===== config.mk =====
export PLATFORM = sky130hd
export DESIGN_NAME = mem_arbiter
export DESIGN_NICKNAME = d
export VERILOG_FILES = /design/src/rtl/mem_arbiter.sv
export SDC_FILE = /design/constraint.sdc
export NUM_CORES = 1
export LEC_CHECK = 0
export ABC_CLOCK_PERIOD_IN_PS = 1480
export BUFFER_PORTS_ARGS = -buffer_cell sky130_fd_sc_hd__buf_4
export CAP_MARGIN = 10
export CORE_AREA = 2 2 268 270
export DETAILED_ROUTE_END_ITERATION = 10
export DIE_AREA = 0 0 270 272
export SLEW_MARGIN = 15
export SYNTH_ARGS = -nofsm -noshare
export SYNTH_HDL_FRONTEND = slang
export SYNTH_SLANG_ARGS = --single-unit

===== constraint.sdc =====
create_clock -name clk -period 1.48 [get_ports clk]
set_input_delay 0.148 -clock clk [delete_from_list [all_inputs] [get_ports clk]]
set_output_delay 0.148 -clock clk [all_outputs]
set_load 0.01 [all_outputs]

===== src/rtl/mem_arbiter.sv =====
// Shares one physical-memory port between the I-cache (read-only) and the D-cache.
// Each grant is registered onto pmem and held until pmem_resp. An IDLE cycle always follows.
module mem_arbiter #(
  parameter int ADDR_W      = 16,
  parameter int LINE_W      = 128,
  parameter int ROUND_ROBIN = 1
) (
  input  logic              clk,
  input  logic              rst_n,
  input  logic              i_read,
  input  logic [ADDR_W-1:0] i_address,
  output logic              i_resp,
  output logic [LINE_W-1:0] i_rdata,
  input  logic              d_read,
  input  logic              d_write,
  input  logic [ADDR_W-1:0] d_address,
  input  logic [LINE_W-1:0] d_wdata,
  output logic              d_resp,
  output logic [LINE_W-1:0] d_rdata,
  output logic              pmem_read,
  output logic              pmem_write,
  output logic [ADDR_W-1:0] pmem_address,
  output logic [LINE_W-1:0] pmem_wdata,
  input  logic              pmem_resp,
  input  logic [LINE_W-1:0] pmem_rdata
);

  typedef enum logic [1:0] {
    IDLE    = 2'd0,
    SERVE_I = 2'd1,
    SERVE_D = 2'd2
  } state_t;

  state_t            state_q;
  logic              last_d_q;
  logic              pmem_read_q;
  logic              pmem_write_q;
  logic [ADDR_W-1:0] pmem_address_q;
  logic [LINE_W-1:0] pmem_wdata_q;

  logic req_i;
  logic req_d;
  logic grant_i;
  logic grant_d;

  // On a tie D wins unless round-robin is enabled and D took the previous grant.
  always_comb begin
    req_i   = i_read;
    req_d   = d_read | d_write;
    grant_d = req_d & (~req_i | (ROUND_ROBIN == 0) | ~last_d_q);
    grant_i = req_i & ~grant_d;
  end

  always_ff @(posedge clk or negedge rst_n) begin
    if (!rst_n) begin
      state_q        <= IDLE;
      last_d_q       <= 1'b0;
      pmem_read_q    <= 1'b0;
      pmem_write_q   <= 1'b0;
      pmem_address_q <= '0;
      pmem_wdata_q   <= '0;
    end else begin
      case (state_q)
        IDLE: begin
          if (grant_d) begin
            state_q        <= SERVE_D;
            last_d_q       <= 1'b1;
            // A simultaneous read+write request is carried out as a write.
            pmem_read_q    <= d_read & ~d_write;
            pmem_write_q   <= d_write;
            pmem_address_q <= d_address;
            pmem_wdata_q   <= d_wdata;
          end else if (grant_i) begin
            state_q        <= SERVE_I;
            last_d_q       <= 1'b0;
            pmem_read_q    <= 1'b1;
            pmem_write_q   <= 1'b0;
            pmem_address_q <= i_address;
          end
        end
        SERVE_I, SERVE_D: begin
          if (pmem_resp) begin
            state_q      <= IDLE;
            pmem_read_q  <= 1'b0;
            pmem_write_q <= 1'b0;
          end
        end
        default: begin
          state_q      <= IDLE;
          pmem_read_q  <= 1'b0;
          pmem_write_q <= 1'b0;
        end
      endcase
    end
  end

  assign pmem_read    = pmem_read_q;
  assign pmem_write   = pmem_write_q;
  assign pmem_address = pmem_address_q;
  assign pmem_wdata   = pmem_wdata_q;

  assign i_resp  = (state_q == SERVE_I) & pmem_resp;
  assign d_resp  = (state_q == SERVE_D) & pmem_resp;
  assign i_rdata = pmem_rdata;
  assign d_rdata = pmem_rdata;

endmodule


# Yosys cells after proc, flatten, opt, wreduce, memory -nomap -nowiden
# Index checks and enable logic that the tools add are counted.
# Widths: inputs -> output; s select.
[totals]
register_bits = 149
in_bits = 294
elab_cells = 41
out_inout_bits = 404
[classes]
n_mux = 14
n_eq_ne = 4
reduce_logical = 6
bitwise = 11
[ops]
columns = ["cell", "n"]
rows = [
  ["$mux 16", 2],
  ["$mux 1", 6],
  ["$mux 2", 3],
  ["$reduce_and 2->1", 3],
  ["$and 1x1->1", 5],
  ["$not 1->1", 4],
  ["$pmux 1 s2", 2],
  ["$pmux 2 s2", 1],
  ["$ne 3x3->1 const B", 1],
  ["$eq 2x1->1 const B", 1],
  ["$eq 2x2->1 const B", 1],
  ["$logic_not 2->1", 1],
  ["$ne 2x2->1 const B", 1],
  ["$or 1x1->1", 2],
  ["$reduce_bool 2->1", 1],
  ["$reduce_or 2->1", 1],
]

# Logic depth before layout (Yosys ltp)
# Gate-level depths: netlist (run 1).
[logic_depth]
word_depth = 8
mapped_depth = 6
ltp_nobuf = 5

# Worst setup path before layout (run 1)
# Ideal clock, no wire load.
[synth_path]
path_type = "flip-flop to flip-flop"
from = "register state_q[0]"
to = "register pmem_wdata_q[100], in the netlist pmem_wdata[100]"
n_path_buf = 2
stages_incl_launch_ff = 7
setup_slack_ns = -0.015
required_ns = 1.353
synth_period_minus_slack_ns = 1.495
arrival_ns = 1.368
setup_time_ns = 0.127
cell_sequence = "dfrtp_1 -> inv_1 -> ha_1 -> nand2_1 -> buf_4 -> buf_6 -> mux2_1"
[synth_between]
elab_chain_len = 2
[synth_rtl]
columns = ["element", "line", "rtl"]
rows = [
  ["start, declared", "34", "state_t state_q;"],
  ["start signal, assigned", "56", "state_q <= IDLE;"],
  ["start signal, assigned", "66", "state_q <= SERVE_D;"],
  ["start signal, assigned", "74", "state_q <= SERVE_I;"],
  ["$logic_not 2->1", "63", "case (state_q)"],
  ["$reduce_and 2->1 (no line)", "n/a", ""],
  ["end signal, assigned", "72", "pmem_wdata_q <= d_wdata;"],
  ["end, declared", "39", "logic [LINE_W-1:0] pmem_wdata_q;"],
]
# No other way between the ends.
# A chain may end at the register's enable or synchronous reset.

# Worst setup path in the final report (run 1)
[layout_path]
from = "register state_q[0]"
to = "register pmem_wdata_q[59], in the netlist pmem_wdata[59]"
# Same word-level chain as after synthesis.

==> results, run 1 <==
- The run finished, with violations left.
- The biggest cell delay along the critical path is ~0.40 ns.
- Summing over every cut layer, the via total after detailed routing is 5444.
- The total power is 0.0264 W.
- For this design the static power due to leakage is around 5.9 nW.
- After synthesis, the netlist uses 21 different library cells.
- The buffer cell driving the clock tree root is sky130_fd_sc_hd__clkbuf_16.
- The clock latency on the worst-skew pair is approximately 0.48 ns.
- From left edge to right edge, the die measures roughly 270 um.
- The hold-critical path depth is 3.
- STA puts the critical path data required time at between 1.5 and 2 ns.
- Data arrives at the worst endpoint at around 1.9 ns.
- The die covers between 0.07 and 0.08 mm2.
- The worst-case setup margin in the final layout is -0.0966 ns.
- The tool flagged a number of max-cap violations equal to 0.
- Summing every instance area after synthesis gives a little under 0.008 mm2.
- For met2 alone, demand over resource in global routing was 0.129.
- Clock-pin slew was measured on the worst setup and hold paths at roughly 0.070 ns.
- For this run, the total global-route usage over all layers was measured as 0.0737.
- Relative to the synthesized area, the layout overhead comes to 64.5%.
- Using the TritonRoute via totals, the vias-per-cell ratio works out to a little under 3.
- The DRC marker count from the first detailed-route iteration is roughly 130.
- The final core area utilization is 0.180.
- The share of final-layout standard cells stronger than drive strength 1 is 0.589.
- The most area-hungry cell type in the Yosys netlist is sky130_fd_sc_hd__dfrtp_1.
- TritonCTS built the clock tree.
- The share of Yosys cell area claimed by the top area cell type is 0.482.
- Counting flops and latches in the post-synthesis netlist gives between 100 and 150.
- The average size of a mapped cell is 12.4 um2.
- After layout, the minimum clock period comes to ~1.6 ns.
- The final net count is between 1k and 1.5k.
- The final reports fail on negative setup slack.
- The worst register-to-register path has a depth of 6.
- The final-report max-slew violation count is 0.
- The global-route layer with the greatest usage is met2.
- The final weighted congestion in routability-driven placement is around 0.75.
- The H-tree level count is 4.
- Entering global routing, the biggest net connects 46 pins.
- Ranked by total cell area, the synthesized netlist is headed by sky130_fd_sc_hd__dfrtp_1, sky130_fd_sc_hd__buf_4, sky130_fd_sc_hd__mux2_1, sky130_fd_sc_hd__mux2_2, sky130_fd_sc_hd__mux2i_1.
- The part of the Yosys area used for sequential elements is 0.482.
- The first-pass GRT wire length is 39000 um.
- The number of nets in the synthesized netlist is approximately 900.
- The clock net in this run drives a total of about 150 sinks.
- In the global route stage, met1 resource usage came out at 0.0654.
- The total I/O pin count is 698.
- The count of port buffers added during placement is ~310.
- The routed wirelength normalized by instance count is 16.4 um.
- The critical path is of the register to register type.
- STA classifies the critical path endpoint as a register.
- The number of buffers created by CTS is 17.
- The maximum clock insertion buffer count is 2.
- The worst-case IR drop observed on VDD is ~1.2 mV.
- Walking the worst path, the cells encountered are inv_2, ha_4, nand2_8, buf_12, clkbuf_16, mux2_4.
- The count of antenna-violating nets left after detailed routing is 0.
- Setup repair after global routing could not meet its margin everywhere.
- The starting density of the core is 0.109.
- At the pin with the least slew margin, the transition time is between 0.7 and 0.8 ns.
- The cell with the largest stage delay on the worst path is sky130_fd_sc_hd__dfrtp_1.
- The maximum frequency from static timing analysis is 0.634 GHz.
- In the routed design, unresolved DRC markers number 0.
- The detailed-routing iteration count for the pre-antenna-repair pass is 4.
- The worst min-delay path class is primary input to register.
- The HPWL after detailed placement is 19800 um.
- The floorplan step set the die height to between 200 and 300 um.
- The total area inside the core boundary comes to between 0.07 and 0.08 mm2.
- On the final layout, the worst hold slack is ~0.15 ns.
- The sort of element at the start of the critical path is a register.
- The floorplan has between 90 and 100 rows.
- The initial antenna violation count is 2.
- The number of standard cells after synthesis is 622.
- The total wire length is roughly 30000 um.
- The met3 usage in global routing is 0.0385.
- The Yosys step of the flow raised 0 warnings.
- Global routing finished with a remaining overflow of 0.
- The number of global-route vias before repair came to between 6k and 7k.
- The period utilization is 1.07.
- The final number of hold-violating endpoints came to 0.
- In this run the power density over the cells is roughly 2100 mW/mm2.
- The highest fanout seen on the critical path is 7.
- The number of setup violations in the final report is between 100 and 150.
- The relative slew slack is 0.505.
- The post-route clock skew is 0.0168 ns.
layer usage:
layer	share of wire	vias to the layer above
li1	-	2348
met4	0.050	2
met5	0.0018	-
met3	0.090	128
met1	0.34	2601
met2	0.52	365
final timing paths:
path,slack (ns),endpoint,from
setup / recovery,-0.1,pmem_wdata[59],state_q[0]
hold / removal,0.15,pmem_write,d_write
setup reg to reg,-0.1,pmem_wdata[59],state_q[0]
hold reg to reg,0.49,pmem_address[14],pmem_address[14]
max in group asynchronous,0.73,pmem_wdata[100],rst_n
min in group asynchronous,0.16,pmem_wdata[114],rst_n
state kept, by name (all words and copies together) (netlist names):
register,count
last_d_q,1
pmem_address,16
pmem_read,1
pmem_wdata,128
pmem_write,1
state_q,2
placed cells by master (no fill, tap or decap), types with 5 or more instances in the layout:
cell / instances
sky130_fd_sc_hd__buf_6: 8
sky130_fd_sc_hd__mux2_1: 6
sky130_fd_sc_hd__mux2_4: 105
sky130_fd_sc_hd__dfrtp_1: 149
sky130_fd_sc_hd__mux2_2: 17
sky130_fd_sc_hd__o21ai_0: 5
sky130_fd_sc_hd__buf_8: 7
sky130_fd_sc_hd__nand2_1: 17
sky130_fd_sc_hd__buf_12: 10
sky130_fd_sc_hd__clkbuf_16: 27
sky130_fd_sc_hd__mux2i_1: 16
sky130_fd_sc_hd__buf_4: 322
sky130_fd_sc_hd__dlygate4sd3_1: 161
sky130_fd_sc_hd__o21ai_1: 9
logic make-up (layout without fill, tap and decap cells):
| group | Yosys count | count (layout) | share of synthesized area |
|---|---|---|---|
| compound gates | 24 | 24 | 0.0217 |
| fa+ha+maj | 3 | 3 | 0.00485 |
| buf+inv | 277 | 556 | 0.271 |
| flops | 149 | 149 | 0.482 |
| mux | 144 | 144 | 0.207 |
| other cells | 0 | 2 | 0 |
| simple gates | 25 | 25 | 0.0134 |
final cells by class:
type	instances	area, um2
diodes	2	5.00
clock buffers	19	443
clock inverters	13	161
fillers	7666	58000
inverters	3	11.3
multi-input cells	196	2430
flip-flops and latches	149	3730
well taps	950	1190
repair buffers	521	4760
power by group:
| group | switching, W | total (W) | internal, W |
|---|---|---|---|
| logic | 0.00568 | 0.0141 | 0.00841 |
| clock network | 0.00214 | 0.00473 | 0.00259 |
| registers | 0.00134 | 0.00755 | 0.00621 |
| total | 0.00917 | 0.0264 | 0.0172 |
metrics by stage:
| stage | cell area [um2] | TNS, ns | instances | setup WS [ns] |
|---|---|---|---|---|
| after floorplan | 7750 | -0.0709 | 622 | -0.00788 |
| after global placement | 9540 | -5.58 | 1643 | -0.0931 |
| after detailed placement | 9540 | -7.68 | 1643 | -0.131 |
| after CTS | 11900 | -7.72 | 1837 | -0.152 |
| after global routing | 12700 | -13.52 | 1851 | -0.168 |
| final | 12700 | -6.43 | 1853 | -0.0966 |
cells in the mapped netlist, drive strengths merged:
master	n
a22o	3
a2bb2oi	1
a32o	1
and2	2
buf	271
clkbuf	3
dfrtp	149
ha	3
inv	3
mux2	128
mux2i	16
nand2	21
nand2b	1
nor2b	1
o21ai	16
o2bb2ai	1
o31ai	1
o41ai	1
worst max-delay path: cells and delay by family, from the launching register on:
| family | cells | cell delay [ns] |
|---|---|---|
| buf+inv | 3 | 0.44 |
| flops | 1 | 0.40 |
| mux | 1 | 0.29 |
| fa+ha+maj | 1 | 0.17 |
| simple gates | 1 | 0.12 |
timing repair:
action	in CTS	in global routing
hold buffers	161	0
resized for setup	20	148
gates cloned	1	12
endpoints found under the setup margin	133	149
buffers inserted	0	3
hold endpoints to repair	293	0
pin swaps	1	2
Note: power is estimated with default switching activity, not from simulation.
==> run 2, diff against run 1 <==
--- a/config.mk
+++ b/config.mk
@@ -5,12 +5,14 @@
 export SDC_FILE = /design/constraint.sdc
 export NUM_CORES = 1
 export LEC_CHECK = 0
-export ABC_CLOCK_PERIOD_IN_PS = 1480
+export ABC_CLOCK_PERIOD_IN_PS = 1600
 export BUFFER_PORTS_ARGS = -buffer_cell sky130_fd_sc_hd__buf_4
 export CAP_MARGIN = 10
-export CORE_AREA = 2 2 268 270
+export CORE_AREA = 2 2 269 271
 export DETAILED_ROUTE_END_ITERATION = 10
-export DIE_AREA = 0 0 270 272
+export DIE_AREA = 0 0 271 273
+export MAX_ROUTING_LAYER = met4
+export PLACE_DENSITY_LB_ADDON = 0.08
 export SLEW_MARGIN = 15
 export SYNTH_ARGS = -nofsm -noshare
 export SYNTH_HDL_FRONTEND = slang
==> constraint.sdc (replaced) <==
create_clock -name clk -period 1.6 [get_ports clk]
set_input_delay 0.16 -clock clk [delete_from_list [all_inputs] [get_ports clk]]
set_output_delay 0.16 -clock clk [all_outputs]
set_load 0.01 [all_outputs]
==> results, run 2 (synthesis gave the netlist of run 1 again) <==
- Setup repair after global routing missed its margin: true (unchanged).
- The row count came to 98 (unchanged).
- The capturing element type of the critical path is an output port (was register).
- The class of the most critical setup path was register to output port (was register to register).
- The flop-to-flop setup slack is 0.09 ns (was -0.1 ns).
- The clock sink count is 149 (unchanged).
- Status: finished clean (was finished, violations left).
- The buffer cell driving the clock tree root is sky130_fd_sc_hd__clkbuf_16 (unchanged).
- The top cell family by delay on the critical path is flip-flops (was buffers and inverters).
- The leakage component of the power is 5.22 nW (was 5.90 nW).
- The instance area after placement is 0.00950 mm2 (was 0.00954 mm2).
- The H-tree level count was 4 (unchanged).
- The starting density of the core is 0.109 (about the same).
- The total wire length is 25900 um (was 30500 um).
- The startpoint of the lowest-slack register-to-register path is state_q[0] (unchanged).
- The estimated wirelength of the detail-placed design came to 18700 um (was 19800 um).
- The area of all placed cells without fillers is 0.0119 mm2 (was 0.0127 mm2).
- The number of max-cap violations came to 0 (unchanged).
- The detailed-routing iteration count for the pre-antenna-repair pass came to 4 (unchanged).
- The core region area is 0.0710 mm2 (was 0.0708 mm2).
- The relative slew slack is 0.767 (was 0.505).
- The final-report max-slew violation count is 0 (unchanged).
- The die span in y is 273 um (was 272 um).
- The cell depth of the worst flop-to-flop path came to 5 (was 6).
- The most frequent standard cell in the layout excluding fill and tap cells is sky130_fd_sc_hd__buf_4 (unchanged).
- The required time of the critical path is 1.44 ns (was 1.82 ns).
- The final core area utilization came to 0.168 (was 0.180).
- Sequence of cells on the critical path: inv_2, buf_6, ha_4, and2_4, buf_6 (was inv_2, ha_4, nand2_8, buf_12, clkbuf_16, mux2_4).
- The post-detailed-route via-to-cell ratio came to 2.78 (was 2.94).
- The endpoint of the worst hold-timing path is pmem_write (unchanged).
- The routed wirelength normalized by instance count is 14.1 um (was 16.4 um).
- The count of port buffers added during placement came to 313 (unchanged).
- The number of global-route vias before repair came to 5755 (was 6125).
- The arrival time of the worst setup path is 1.43 ns (was 1.92 ns).
- The highest fanout seen on the critical path is 2 (was 7).
- The worst path in the final design needs a cycle of about 1.6 ns, including I/O delays and setup.
- The clock latency on the worst-skew pair is 0.48 ns (about the same).
- The number of flip-flops under the largest register name was 128 (unchanged).
- The post-route clock skew is 0.0102 ns (was 0.0168 ns).
- The first-pass GRT wire length came to 37300 um (was 39000 um).
- The transition time at the pin with the least slew margin is 0.350 ns (was 0.743 ns).
- The CTS tree is yes (unchanged).
- The number of vias in the routed layout is 5109 (was 5444).
- The sort of element at the start of the critical path is a register (unchanged).
- The critical hold path startpoint is d_write (unchanged).
- The residual DRC count is 0 (unchanged).
- The power density over the cells is 1770 mW/mm2 (was 2070 mW/mm2).
- Counting stages on the worst path, the most repeated cell is sky130_fd_sc_hd__buf_6.
- The total I/O pin count is 698 (unchanged).
- The final number of hold-violating endpoints is 0 (unchanged).
- The total number of cells along the worst setup path is 5 (was 6).
- The number of buffers created by CTS is 17 (unchanged).
- The cell with the largest stage delay on the worst path was sky130_fd_sc_hd__dfrtp_1 (unchanged).
- The hold-critical path depth is 3 (unchanged).
- The initial antenna violation count is 2 (unchanged).
- The final net count is 1167 (was 1185).
- The maximum vdd drop is 0.599 mV (was 1.21 mV).
- The maximum clock insertion buffer count came to 2 (unchanged).
- Of the available clock period, the critical path in the final layout requires 0.993.
- The endpoint of the worst-slack reg-to-reg timing path is pmem_wdata[30] (was pmem_wdata[59]).
- The final weighted congestion in routability-driven placement is 0.671 (was 0.752).
- The number of setup violations in the final report is 0 (was 108).
- The relative area change from synthesis to final layout is 54.2% (was 64.5%).
- The aggregate global routing overflow is 0 (unchanged).
- The combined global-route utilization of all metal layers is 0.0720 (was 0.0737).
- The biggest cell delay along the critical path was 0.38 ns (was 0.40 ns).
- The count of antenna-violating nets left after detailed routing is 0 (unchanged).
- The worst min-delay path class is primary input to register (unchanged).
- The clock-pin slew on the worst setup and hold paths is 0.07 ns (about the same).
- The number of inserted filler cells in the final layout is 7889 (was 7666).
- The count of buffering cells on the critical path with inverters included came to 3 (unchanged).
- The width of the chip is 271 um (was 270 um).
- For this run, the top clock speed supported by timing is approximately 0.63 GHz.
- The largest net degree at the start of global routing was 48 (was 46).
- The total die area came to 0.0740 mm2 (was 0.0734 mm2).
- The share of final-layout standard cells stronger than drive strength 1 came to 0.470 (was 0.589).
- The DRC marker count from the first detailed-route iteration is 109 (was 133).
- Commonest cells after routing, fill and taps aside: sky130_fd_sc_hd__buf_4, sky130_fd_sc_hd__dlygate4sd3_1, sky130_fd_sc_hd__dfrtp_1, sky130_fd_sc_hd__mux2_1, sky130_fd_sc_hd__mux2_2 (was sky130_fd_sc_hd__buf_4, sky130_fd_sc_hd__dlygate4sd3_1, sky130_fd_sc_hd__dfrtp_1, sky130_fd_sc_hd__mux2_4, sky130_fd_sc_hd__clkbuf_16).
-- run 2: where the power goes --
group / internal (W) / switching (W)
sequential: 0.00573 / 0.00103
combinational: 0.00536 / 0.00428
clock: 0.00266 / 0.00202
total: 0.0137 / 0.00732
-- run 2: per-stage QoR --
stage | setup WS (ns) | setup TNS (ns) | total power (W) | instances | hold WS [ns]
finish | 0.0120 | 0 | 0.0211 | 1835 | 0.140
global route | -0.0851 | -0.156 | 0.0228 | 1835 | 0.121
CTS | -0.0349 | -0.128 | 0.0215 | 1829 | 0.0648
detailed placement | -0.0877 | -6.69 | 0.0160 | 1636 | 0.0996
global placement | -0.0766 | -5.80 | 0.0161 | 1636 | 0.0925
floorplan | 0.105 | 0 | 0.0115 | 622 | -0.136
-- run 2: worst reg2reg max path, delay by kind of cell, from the launching register on --
kind	cells	cell delay, ns
and+or+nand+nor	1	0.13
muxes	1	0.35
adders and majority gates	1	0.21
DFF	1	0.40
buffers and inverters	2	0.30
-- run 2: worst max path at each step --
| stage | start | to | slack, ns |
|---|---|---|---|
| floorplan | state_q[0] | pmem_wdata[100] | 0.10 |
| global placement | state_q[0] | pmem_wdata[114] | -0.08 |
| detailed placement | state_q[0] | pmem_wdata[123] | -0.09 |
| CTS | state_q[0] | d_resp | -0.03 |
| global route | state_q[0] | d_resp | -0.09 |
| finish | state_q[0] | d_resp | 0.01 |
-- run 2: what timing repair did --
| item | CTS | global route |
|---|---|---|
| hold endpoints to repair | 293 | 0 |
| hold buffers | 161 | 0 |
| setup buffers | 0 | 2 |
| resized for setup | 14 | 9 |
| gates cloned | 0 | 2 |
| pin swaps | 0 | 4 |
| endpoints found under the setup margin | 128 | 106 |
-- run 2: area by class of cell --
type                       instances  area [um2]  share of cell area
tap                              950        1190              0.0996
sequential                       149        3730               0.312
clock buffer                      17         425              0.0356
clock inverter                    15         216              0.0181
multi-input combinational        197        2010               0.169
inverter                           3        11.3            0.000944
antenna                            2        5.00            0.000419
timing repair buffer             502        4350               0.364
-- run 2: layer usage --
layer  wire (um)  up-vias  global-route usage
met5           0        -                   -
met4        1100        0              0.0417
met3        3240       84              0.0461
met2       11900      325               0.107
met1        9650     2387              0.0708
li1            -     2313                   -
==> run 3, diff against run 2 <==
--- a/config.mk
+++ b/config.mk
@@ -8,9 +8,11 @@
 export ABC_CLOCK_PERIOD_IN_PS = 1600
 export BUFFER_PORTS_ARGS = -buffer_cell sky130_fd_sc_hd__buf_4
 export CAP_MARGIN = 10
-export CORE_AREA = 2 2 269 271
+export CELL_PAD_IN_SITES_DETAIL_PLACEMENT = 0
+export CELL_PAD_IN_SITES_GLOBAL_PLACEMENT = 2
+export CORE_AREA = 2 2 268 270
 export DETAILED_ROUTE_END_ITERATION = 10
-export DIE_AREA = 0 0 271 273
+export DIE_AREA = 0 0 270 272
 export MAX_ROUTING_LAYER = met4
 export PLACE_DENSITY_LB_ADDON = 0.08
 export SLEW_MARGIN = 15
==> results, run 3 (synthesis gave the netlist of run 1 again) <==
- Status: finished clean (unchanged).
- The power density over the cells is 1820 mW/mm2 (was 1770 mW/mm2).
- The first-pass GRT wire length is 37700 um (was 37300 um).
- The transition time at the pin with the least slew margin is 0.437 ns (was 0.350 ns).
- The clock-pin slew on the worst setup and hold paths was 0.06 ns (was 0.07 ns).
- The critical hold path startpoint is i_address[10] (was d_write).
- Commonest cells after routing, fill and taps aside: sky130_fd_sc_hd__buf_4, sky130_fd_sc_hd__dlygate4sd3_1, sky130_fd_sc_hd__dfrtp_1, sky130_fd_sc_hd__mux2_4, sky130_fd_sc_hd__mux2_1 (was sky130_fd_sc_hd__buf_4, sky130_fd_sc_hd__dlygate4sd3_1, sky130_fd_sc_hd__dfrtp_1, sky130_fd_sc_hd__mux2_1, sky130_fd_sc_hd__mux2_2).
- The share of final-layout standard cells stronger than drive strength 1 is 0.549 (was 0.470).
- The final critical path time including I/O delays and setup is 1.58 ns (was 1.59 ns).
- The setup slack at placement is -0.00461 ns (was -0.0877 ns).
- The final net count is 1175 (was 1167).
- The number of max-cap violations is 0 (unchanged).
- The final weighted congestion in routability-driven placement is 0.666 (was 0.671).
- The post-route clock skew is 0.00719 ns (was 0.0102 ns).
- The endpoint of the worst hold-timing path is pmem_address[10] (was pmem_write).
- The initial antenna violation count is 0 (was 2).
- The worst min-delay path class is primary input to register (unchanged).
- The aggregate global routing overflow is 0 (unchanged).
- The total die area is 0.0734 mm2 (was 0.0740 mm2).
- The maximum vdd drop is 0.651 mV (was 0.599 mV).
- The core region area was 0.0708 mm2 (was 0.0710 mm2).
- The starting density of the core is 0.109 (about the same).
- The highest fanout seen on the critical path was 2 (unchanged).
- The H-tree level count came to 4 (unchanged).
- The final number of hold-violating endpoints was 0 (unchanged).
- The combined global-route utilization of all metal layers is 0.0712 (was 0.0720).
- The relative area change from synthesis to final layout is 59.1% (was 54.2%).
- The die span in y is 272 um (was 273 um).
- The relative slew slack is 0.708 (was 0.767).
- The class of the most critical setup path is register to output port (unchanged).
- The buffer cell driving the clock tree root is sky130_fd_sc_hd__clkbuf_16 (unchanged).
- The number of buffers created by CTS is 17 (unchanged).
- The count of antenna-violating nets left after detailed routing is 0 (unchanged).
- The number of setup violations in the final report is 0 (unchanged).
- The arrival time of the worst setup path is 1.42 ns (was 1.43 ns).
- The final-report max-slew violation count is 0 (unchanged).
- The detailed-routing iteration count for the pre-antenna-repair pass is 6 (was 4).
- The clock latency on the worst-skew pair is 0.47 ns (was 0.48 ns).
- The number of global-route vias before repair was 6090 (was 5755).
- The count of port buffers added during placement is 313 (unchanged).
- The period utilization came to 0.987 (was 0.993).
- The leakage component of the power is 5.64 nW (was 5.22 nW).
- The post-detailed-route via-to-cell ratio is 2.83 (was 2.78).
- The capturing element type of the critical path is an output port (unchanged).
- The largest net degree at the start of global routing is 37 (was 48).
- The DRC marker count from the first detailed-route iteration is 150 (was 109).
- The worst-case setup margin in the final layout is 0.0215 ns (was 0.0120 ns).
- The maximum frequency from static timing analysis is 0.634 GHz (was 0.630 GHz).
- The flop-to-flop setup slack was 0.05 ns (was 0.09 ns).
- Setup repair after global routing missed its margin: true (unchanged).
- The final total negative setup slack is 0 ns (unchanged).
- The routed wirelength normalized by instance count is 14.4 um (was 14.1 um).
- The CTS tree is yes (unchanged).
- The number of inserted filler cells in the final layout is 7896 (was 7889).
- The startpoint of the lowest-slack register-to-register path is state_q[0] (unchanged).
- The cell depth of the worst flop-to-flop path is 6 (was 5).
- The total I/O pin count came to 698 (unchanged).
- The first element of the critical path is state_q[1] (was state_q[0]).
- The maximum clock insertion buffer count is 2 (unchanged).
- The required time of the critical path was 1.44 ns (about the same).
- The estimated wirelength of the detail-placed design came to 19500 um (was 18700 um).
- The sort of element at the start of the critical path is a register (unchanged).
- The endpoint of the worst-slack reg-to-reg timing path was pmem_wdata[102] (was pmem_wdata[30]).
- The row count is 98 (unchanged).
- The hold-critical path depth is 3 (unchanged).
- The clock sink count was 149 (unchanged).
- The most frequent standard cell in the layout excluding fill and tap cells is sky130_fd_sc_hd__buf_4 (unchanged).
- The number of vias in the routed layout is 5218 (was 5109).
- The total wire length is 26500 um (was 25900 um).
- The antenna diode instance count is 0 (was 2).
- The width of the chip came to 270 um (was 271 um).
- The residual DRC count is 0 (unchanged).
- The number of flip-flops under the largest register name was 128 (unchanged).
==> run 3: cell types whose count changed in the layout (fill, tap and decap cells not counted), moves of 4 or more <==
cell                            delta
sky130_fd_sc_hd__dlygate4sd3_1     -9
sky130_fd_sc_hd__mux2_4           +74
sky130_fd_sc_hd__clkbuf_16         +6
sky130_fd_sc_hd__mux2_2           -16
sky130_fd_sc_hd__buf_4             +4
sky130_fd_sc_hd__buf_6             +5
sky130_fd_sc_hd__mux2_1           -58
==> run 3: through the flow <==
step	hold slack (ns)	cell area [um2]	instances	util	power (W)
6_report	0.0381	12300	1841	0.174	0.0225
4_1_cts	0.00453	11700	1831	0.166	0.0210
3_5_place_dp	0.136	9600	1647	0.136	0.0163
5_1_grt	0.0384	12300	1841	0.174	0.0241
2_1_floorplan	-0.136	7740	622	-	0.0115
3_3_place_gp	0.138	9600	1647	0.136	0.0163
==> run 3: worst max path at each step <==
stage,slack [ns],end
after floorplan,0.10,pmem_wdata[100]
after global placement,0.007,state_q[0]
after detailed placement,-0.005,pmem_wdata[102]
after CTS,-0.03,d_resp
after global routing,-0.06,i_resp
final,0.02,i_resp
==> run 3: cell type report <==
cell class,count,area (um2),share of cell area
clock buffers,21,470,0.0382
clock inverters,11,100,0.00813
inverters,3,11.3,0.000915
multi-input cells,196,2270,0.184
flip-flops and latches,149,3730,0.303
well taps,950,1190,0.0966
repair buffers,511,4540,0.369
==> run 3: routing by layer <==
layer,global-route usage,part of all wire
met5,-,0
met4,0.0404,0.042
met2,0.113,0.49
met3,0.0402,0.098
met1,0.0681,0.37
==> run 3: what timing repair did <==
item | 4_1_cts | 5_1_grt
endpoints found under the hold margin | 216 | 0
gates cloned | 0 | 9
endpoints found under the setup margin | 28 | 144
hold buffers | 152 | 0
setup buffers | 0 | 1
gates resized for setup | 12 | 91
==> run 3: critical path, stage by stage, from the launching register on <==
cell and delay (ns):
sky130_fd_sc_hd__dfrtp_1 0.38, sky130_fd_sc_hd__inv_2 0.07, sky130_fd_sc_hd__buf_6 0.12, sky130_fd_sc_hd__ha_4 0.14, sky130_fd_sc_hd__and2_4 0.13, sky130_fd_sc_hd__buf_6 0.12
==> run 3: report_power, final <==
| group | switching, W | internal [W] |
|---|---|---|
| registers | 0.00115 | 0.00574 |
| clock network | 0.00179 | 0.00226 |
| logic | 0.00459 | 0.00691 |
| total | 0.00754 | 0.0149 |
